$ cat config.mk
export PLATFORM = sky130hd
export DESIGN_NAME = la_operand_ctrl
export DESIGN_NICKNAME = d
export VERILOG_FILES = /design/src/rtl/la_operand_ctrl.sv
export SDC_FILE = /design/constraint.sdc
export NUM_CORES = 2
export LEC_CHECK = 0
export BUFFER_PORTS_ARGS = -buffer_cell sky130_fd_sc_hd__buf_4
export CORE_MARGIN = 3
export CORE_UTILIZATION = 30
export CTS_CLUSTER_SIZE = 30
export DETAILED_ROUTE_END_ITERATION = 8
export GPL_ROUTABILITY_DRIVEN = 1
export PLACE_DENSITY = 0.47
export RECOVER_POWER = 25
export SLEW_MARGIN = 5
export SYNTH_ARGS = -nofsm -noshare
export SYNTH_HDL_FRONTEND = slang
export SYNTH_SLANG_ARGS = --single-unit
$ cat constraint.sdc
create_clock -name wb_clk_i -period 66.4 [get_ports wb_clk_i]
set_clock_uncertainty 0.05 [all_clocks]
set_input_delay 13.28 -clock wb_clk_i [delete_from_list [all_inputs] [get_ports wb_clk_i]]
set_output_delay 13.28 -clock wb_clk_i [all_outputs]
set_load 0.01 [all_outputs]
$ cat src/rtl/la_operand_ctrl.sv
// la_operand_ctrl
//   Logic-analyzer driven operand loader and result reader for a
//   processing core. Software writes commands through a 128-bit LA word.
//   A command is taken when the strobe bit toggles. Operands are assembled
//   chunk by chunk and pushed to the core. The last operand also becomes
//   the serial key. The core result is then read back chunk by chunk.
//
// Ports
//   wb_clk_i        sole clock, rising edge
//   wb_rst_i        asynchronous active-high reset
//   la_data_in      command: [127:120] opcode, [119:112] index,
//                   [111] strobe toggle, [CHUNK_W-1:0] payload
//   la_oenb         unused
//   la_data_out     status: [127:120] state, [119:112] operands loaded,
//                   [111] ack toggle, [110] sticky error,
//                   [CHUNK_W-1:0] read payload
//   master_ena_proc core run enable (PROC only)
//   load_data       one-cycle operand push strobe
//   load_status     index of the operand being pushed
//   data_out        pushed operand, zero when load_data is low
//   ki              current key bit (PROC only)
//   next_key        advance key by one bit
//   slv_done        core finished
//   data_in         core result
module la_operand_ctrl #(
  parameter  int OP_W    = 163,
  parameter  int CHUNK_W = 82,
  parameter  int N_OPS   = 6,
  parameter  int TIMEOUT = 65535,
  localparam int NCH     = (OP_W + CHUNK_W - 1) / CHUNK_W,
  localparam int IW      = (N_OPS > 1) ? $clog2(N_OPS) : 1
) (
  input  logic            wb_clk_i,
  input  logic            wb_rst_i,
  input  logic [127:0]    la_data_in,
  input  logic [127:0]    la_oenb,
  output logic [127:0]    la_data_out,
  output logic            master_ena_proc,
  output logic            load_data,
  output logic [IW-1:0]   load_status,
  output logic [OP_W-1:0] data_out,
  output logic            ki,
  input  logic            next_key,
  input  logic            slv_done,
  input  logic [OP_W-1:0] data_in
);

  localparam int NW = NCH * CHUNK_W;
  localparam int TW = (TIMEOUT > 1) ? $clog2(TIMEOUT) : 1;

  localparam logic [7:0] OPC_START  = 8'h30;
  localparam logic [7:0] OPC_WCHUNK = 8'h31;
  localparam logic [7:0] OPC_RUN    = 8'h41;
  localparam logic [7:0] OPC_RCHUNK = 8'h50;
  localparam logic [7:0] OPC_RDONE  = 8'h5F;
  localparam logic [7:0] OPC_CLRERR = 8'hEE;
  localparam logic [7:0] OPC_ABORT  = 8'hFF;

  typedef enum logic [7:0] {
    S_IDLE  = 8'h00,
    S_WRITE = 8'h01,
    S_PROC  = 8'h02,
    S_READ  = 8'h03
  } state_t;

  state_t               state;
  logic                 strobe_q, ack_q, err_q;
  logic [7:0]           op_cnt;
  logic [NCH-1:0]       mask;
  logic [NW-1:0]        asm_buf;
  logic [OP_W-1:0]      key_q, result_q;
  logic [CHUNK_W-1:0]   rd_payload;
  logic [TW-1:0]        proc_cnt;

  logic [7:0]           opcode, idx;
  logic [CHUNK_W-1:0]   payload;
  logic                 cmd_valid, abort, cmd_err, cmd_ok, push, timeout_hit;
  logic [NCH-1:0]       wr_sel;
  logic [NW-1:0]        res_ext;
  logic [CHUNK_W-1:0]   res_chunk;
  logic                 unused_bits;

  assign opcode    = la_data_in[127:120];
  assign idx       = la_data_in[119:112];
  assign payload   = la_data_in[CHUNK_W-1:0];
  assign cmd_valid = la_data_in[111] ^ strobe_q;
  assign abort     = cmd_valid && (opcode == OPC_ABORT);
  // A completed operand is pushed on the cycle after its last chunk lands.
  assign push      = (state == S_WRITE) && (&mask);
  assign timeout_hit = (TIMEOUT != 0) && (proc_cnt == TW'(TIMEOUT - 1));
  assign unused_bits = ^{la_oenb, la_data_in[110:CHUNK_W], asm_buf};

  // Chunk select for both buffer writes and result reads. An index with no
  // matching chunk leaves wr_sel empty, which flags it as out of range.
  always_comb begin
    // NOTE: every combinational output gets a default first so no path leaves it unassigned (no latch).
    res_ext             = '0;
    res_ext[OP_W-1:0]   = result_q;
    res_chunk           = '0;
    wr_sel              = '0;
    for (int i = 0; i < NCH; i++) begin
      if (idx == 8'(i)) begin
        res_chunk = res_ext[i*CHUNK_W +: CHUNK_W];
        wr_sel[i] = 1'b1;
      end
    end
  end

  // Legality of the accepted command in the current state.
  always_comb begin
    cmd_err = 1'b0;
    if (cmd_valid && !abort) begin
      case (state)
        S_IDLE:  cmd_err = !(opcode == OPC_START || opcode == OPC_CLRERR);
        S_WRITE: begin
          if (opcode == OPC_WCHUNK)
            // A push in flight for the last operand already fills the job.
            cmd_err = !(|wr_sel) || (op_cnt == 8'(N_OPS)) ||
                      (push && op_cnt == 8'(N_OPS - 1));
          else if (opcode == OPC_RUN)
            cmd_err = (op_cnt != 8'(N_OPS));
          else
            cmd_err = 1'b1;
        end
        S_READ: begin
          if (opcode == OPC_RCHUNK)     cmd_err = !(|wr_sel);
          else if (opcode == OPC_RDONE) cmd_err = 1'b0;
          else                          cmd_err = 1'b1;
        end
        default: cmd_err = 1'b1;
      endcase
    end
  end

  assign cmd_ok = cmd_valid && !abort && !cmd_err;

  always_ff @(posedge wb_clk_i or posedge wb_rst_i) begin
    if (wb_rst_i) begin
      // NOTE: the wide assembly, key and result registers are reset too, so nothing from a previous job leaks into the next.
      state       <= S_IDLE;
      strobe_q    <= 1'b0;
      ack_q       <= 1'b0;
      err_q       <= 1'b0;
      op_cnt      <= '0;
      mask        <= '0;
      asm_buf     <= '0;
      key_q       <= '0;
      result_q    <= '0;
      rd_payload  <= '0;
      proc_cnt    <= '0;
      load_data   <= 1'b0;
      load_status <= '0;
      data_out    <= '0;
    end else begin
      // NOTE: non-blocking assignments throughout, so every read sees pre-edge state.
      strobe_q    <= la_data_in[111];
      load_data   <= 1'b0;
      load_status <= '0;
      data_out    <= '0;
      if (cmd_valid) ack_q <= la_data_in[111];
      if (cmd_err)   err_q <= 1'b1;

      if (abort) begin
        state      <= S_IDLE;
        op_cnt     <= '0;
        mask       <= '0;
        proc_cnt   <= '0;
        rd_payload <= '0;
      end else begin
        case (state)
          S_IDLE: begin
            if (cmd_ok && opcode == OPC_START) begin
              state   <= S_WRITE;
              op_cnt  <= '0;
              mask    <= '0;
              asm_buf <= '0;
            end else if (cmd_ok && opcode == OPC_CLRERR) begin
              err_q <= 1'b0;
            end
          end

          S_WRITE: begin
            if (push) begin
              load_data   <= 1'b1;
              load_status <= op_cnt[IW-1:0];
              data_out    <= asm_buf[OP_W-1:0];
              op_cnt      <= op_cnt + 8'd1;
              if (op_cnt == 8'(N_OPS - 1)) key_q <= asm_buf[OP_W-1:0];
            end
            if (cmd_ok && opcode == OPC_WCHUNK) begin
              for (int i = 0; i < NCH; i++)
                if (wr_sel[i]) asm_buf[i*CHUNK_W +: CHUNK_W] <= payload;
              mask <= (push ? '0 : mask) | wr_sel;
            end else if (push) begin
              mask <= '0;
            end
            if (cmd_ok && opcode == OPC_RUN) begin
              state    <= S_PROC;
              proc_cnt <= '0;
            end
          end

          S_PROC: begin
            if (next_key) key_q <= {1'b0, key_q[OP_W-1:1]};
            if (timeout_hit) begin
              state    <= S_IDLE;
              err_q    <= 1'b1;
              proc_cnt <= '0;
            end else if (slv_done) begin
              state    <= S_READ;
              result_q <= data_in;
            end else begin
              proc_cnt <= proc_cnt + 1'b1;
            end
          end

          S_READ: begin
            if (cmd_ok && opcode == OPC_RCHUNK) begin
              rd_payload <= res_chunk;
            end else if (cmd_ok && opcode == OPC_RDONE) begin
              state      <= S_IDLE;
              rd_payload <= '0;
            end
          end

          default: state <= S_IDLE;
        endcase
      end
    end
  end

  assign master_ena_proc = (state == S_PROC);
  assign ki              = (state == S_PROC) && key_q[0];

  always_comb begin
    la_data_out                = '0;
    la_data_out[127:120]       = state;
    la_data_out[119:112]       = op_cnt;
    la_data_out[111]           = ack_q;
    la_data_out[110]           = err_q;
    la_data_out[CHUNK_W-1:0]   = rd_payload;
  end

endmodule
* After elaboration in Yosys (flattened, before gate mapping)
Cells that the tools add are included.
Word-level totals: flip-flop bits (word level) 775, bits of input ports 423, output and inout port bits 297, logic and storage cells 148
Cells by class: add/sub/neg operators 2, equal/unequal tests 29, mux-type cells 60, bitwise logic cells 4, reduce and logical (&&, ||, !) cells 38
Operator list (number):
- 2-to-1 mux 163 bit | 8
- one-hot mux 163 bit (2 select lines) | 2
- 2-to-1 mux 82 bit | 7
- 2-to-1 mux 81 bit | 1
- 2-to-1 mux 8 bit | 10
- 2-to-1 mux 16 bit | 4
- one-hot mux 16 bit (2 select lines) | 1
- one-hot mux 8 bit (4 select lines) | 1
- equality test 8 x 7 -> 1 bit, second input constant | 3
- AND reduction 5 bit | 4
- adder 16 x 1 -> 16 bit, second input constant | 1
- equality test 16 bit, second input constant | 1
- equality test 8 x 1 -> 1 bit, second input constant | 2
- equality test 8 x 2 -> 1 bit, second input constant | 2
- equality test 8 x 3 -> 1 bit, second input constant | 2
- equality test 8 x 6 -> 1 bit, second input constant | 2
- equality test 8 bit, second input constant | 2
- logical NOT 8 bit | 2
- one-hot mux 8 bit (2 select lines) | 1
- 2-to-1 mux 1 bit | 15
- logical AND 1 bit | 12
- != test 3 bit, second input constant | 4
- 2-to-1 mux 3 bit | 3
- nonzero test 3 bit | 3
- 21 further kinds | 40

* Logic depth before layout (Yosys ltp)
depth after elaboration 16, gate-level depth with buffers 10, mapped depth without buffers 8

* Least setup slack after synthesis
OpenSTA, ideal clock, no wires.
path kind input -> register, from input port la_data_in[121], to register rd_payload[29], library setup time 0.075 ns, arrival time 15.398 ns, data required time 66.275 ns, setup slack 50.877 ns, stages 8, cell sequence or4b_4 nor4_1 a41o_2 o22a_4 or4b_1 buf_4 buf_6 o2bb2ai_2
Between the ends: cells in the longest elaborated chain, start to end 11
RTL lines:
- from (decl) | RTL line 35 | input logic [127:0] la_data_in,
- equality test 8 x 7 -> 1 bit (tied with other cells) | RTL line 127, 220
- 2-to-1 mux 1 bit (tied with other cells) | RTL line 127 | else if (opcode == OPC_RDONE) cmd_err = 1'b0;
- 2-to-1 mux 1 bit (tied with other cells) | RTL line 126 | if (opcode == OPC_RCHUNK) cmd_err = !(|wr_sel);
- one-hot mux 1 bit (3 select lines) or logical AND 1 bit (tied branches) | RTL line 113, 112, 135
- 2-to-1 mux 1 bit | RTL line 112 | if (cmd_valid && !abort) begin
- logical NOT 1 bit | RTL line 135 | assign cmd_ok = cmd_valid && !abort && !cmd_err;
- logical AND 1 bit | RTL line 135
- logical AND 1 bit | RTL line 218 | if (cmd_ok && opcode == OPC_RCHUNK) begin
- 2-to-1 mux 82 bit | RTL line 218
- 2-to-1 mux 82 bit | RTL line 170 | case (state)
- 2-to-1 mux 82 bit | RTL line 163 | if (abort) begin
- to (signal assigned) | RTL line 219 | rd_payload <= res_chunk;
- to (decl) | RTL line 72 | logic [CHUNK_W-1:0] rd_payload;
Parallel ways exist; a longest one is shown, timed or not. The select of a mux whose other input is x is not followed. A chain may end at the register's enable or synchronous reset.

==> results.cfg <==
[synthesis]
synth_edf_count = 0
post_synth_instance_area_um2 = 31640
synth_ff_type = dfrtp_1
synth-seq-cells = 769
yosys.area.top_type = dfrtp_1
synthArstFlopShare_pct = 100.0
syn_inst = 2611
yosysMostFrequentCell = dfrtp_1
yosysSeqAreaShare_pct = 60.82
synthTopCellsByCount = 769 x dfrtp_1, 357 x nand2_1, 325 x mux2_2
ys_warn_count = 0
ys_top_cells_by_area = dfrtp_1 61%, mux2_2 12%, nand2_1 4.2%, a31oi_1 3.4%, and3_1 3.3%
yosys.area.top_type_share_pct = 60.82
yosys.cell_types.count = 64
syn_area_per_cell_um2 = 12.12

[cts]
clockBufferDepth = 3
cts-htree-levels = 3
cts-resized-gates = 0
cts_tree = built
hold_buffers = 0
cts_root_buffer = clkbuf_16
cts_buffers = 89
cts.sinks = 769
clk_pin_slew_worst_paths_ps = 60
clkLatencyLatePin_ps = 650
post_cts.repair.setup_buffers = 0

[final_layout]
drive_gt1_share_pct = 28.87
syn2layout_area_growth_pct = 22.96
nets = 3496
seq_area_um2 = 19240
fill_cells = 10340
final_util_pct = 37.37
multi_input_area_um2 = 11410

[worst_setup_path]
worstSetupEndpointType = asynchronous set/reset pin
start_kind = input port
worstPathArrival_ps = 20430
crit_fanout = 129
critical_path_required_ps = 66990
crit_type = input port to asynchronous set/reset pin

[sta]
tns_ps = 0
finalSetupViolations = 0
finalCriticalPeriod_ps = 19840
timing.final.crit_share_pct = 29.88
max_freq_mhz = 50.40
finalMaxSlewViolations = 351
fin_ws_ps = 46560
rsz0062_at_grt = no
max_slew.worst_pin.slew_ps = 5635
maxSlewHeadroom_pct = -277.7
finalHoldViolations = 0

[drt]
drt_wl_total_mm = 92.10
detail_route.wl_per_cell_um = 20.35
drtIter0Drc = 1262
via_count = 21590
postRouteAntennaNets = 0
drt_first_pass_iters = 5
vias_per_cell = 4.771
route.detailed.drc = 0

[power_and_ir_drop]
total_power_mw = 1.174
powerDensity_nw_per_um2 = 30.17
p_leak_nw = 18.37
ir_drop_uv = 20.71

[floorplan]
start_util_pct = 30.40
fp-row-count = 118
ioPinCount = 720
die_w_um = 330.7
coreArea_um2 = 104100
dieHeight_um = 330.7
die_area_um2 = 109400

[place]
numPortBuffers = 528
pre_cts_slack_ps = 49250
place_congestion = 0.7975
hpwl_mm = 61.61

[job]
drv_cap = 4

[min_path]
hp-class = flip-flop to flip-flop

[global_route]
grt_pass1_vias = 22820
grt_antenna_before_repair = 11
grt_pass1_wl_mm = 139.6
grt_max_degree = 151
grt_overflow = 0
gr-usage-all-layers_pct = 16.45

[run_status]
violations = capacitance limit, slew limit
outcome = complete, but fails checks
==> cell usage in the layout, fill, tap and decap left out, types with 50 or more instances in the layout <==
master     Yosys  layout
mux2i_1       83      83
a31oi_1      174     173
buf_4         37     367
nand2_1      357     355
and2_1        84      84
dfrtp_1      769     769
o2bb2ai_2     50      50
nor2_1       184     184
clkbuf_1     149     206
mux2_2       325     325
and3_1       169     169
clkbuf_16      0      90
==> layer usage <==
layer	global-route usage, %	up-vias	routed length [µm]
met3	3.872	162	4909
met2	27.11	477	45420
met1	20.99	10980	38410
met5	0	-	60
li1	-	9966	-
met4	6.211	10	3297
==> where the power goes <==
part	total, mW	switching, mW	internal, mW
Combinational	0.153	0.0893	0.0637
Clock	0.494	0.202	0.292
Sequential	0.527	0.0216	0.505
==> cells by family (layout without fill, tap and decap cells) <==
kind of cell             Yosys count  after routing  synth area share [%]
AO/OA/AOI/OAI                    325            325                 8.238
AND/OR/NAND/NOR                  863            863                 12.77
multiplexers                     408            408                 14.19
other                              1             42               0.01185
XOR/XNOR                           1              1               0.02769
buffers and inverters            239            733                 3.733
adder cells (fa/ha/maj)            5              5                0.1977
flip-flops                       769            769                 60.82
==> path summary, 6_finish.rpt <==
kind                            startpoint             end  slack, ps  cells after the start
hold / removal              rd_payload[42]  rd_payload[42]        440                      1
min in group asynchronous         wb_rst_i   data_out[109]      14380                      2
setup / recovery                  wb_rst_i   result_q[112]      46560                      4
setup reg to reg                  state[0]       key_q[28]      60870                     10
max in group wb_clk_i      la_data_in[111]   data_out[118]      48920                      6
hold reg to reg             rd_payload[42]  rd_payload[42]        440                      1
==> critical path, stage by stage <==
cell,delay (ps)
clkbuf_4,110
clkinvlp_2,3130
clkbuf_1,2700
buf_4,1060
==> through the flow <==
step	hold WS [ps]	instance area [µm²]	cells
after floorplan	392.0	31760	2644
after global placement	426.6	36640	4357
after detailed placement	425.9	36640	4357
after CTS	443.1	39600	4518
after global routing	458.4	38890	4522
final	439.9	38900	4526
==> cell type report <==
| type | count | share of cell area (%) |
|---|---|---|
| multi-input cells | 1636 | 29.32 |
| clock inverters | 32 | 0.9166 |
| clock buffers | 129 | 6.680 |
| flip-flops and latches | 769 | 49.47 |
| inverters | 16 | 0.1705 |
| repair buffers | 556 | 8.957 |
| diodes | 8 | 0.05146 |
| well taps | 1380 | 4.438 |
==> registers in the layout (all words and copies together) (netlist names) <==
register,cells
ack_q,1
asm_buf,163
data_out,163
err_q,1
key_q,163
load_data,1
load_status,3
mask,2
op_cnt,8
proc_cnt,16
rd_payload,82
result_q,163
state,2
strobe_q,1
Power figures use the tool's default switching activity.
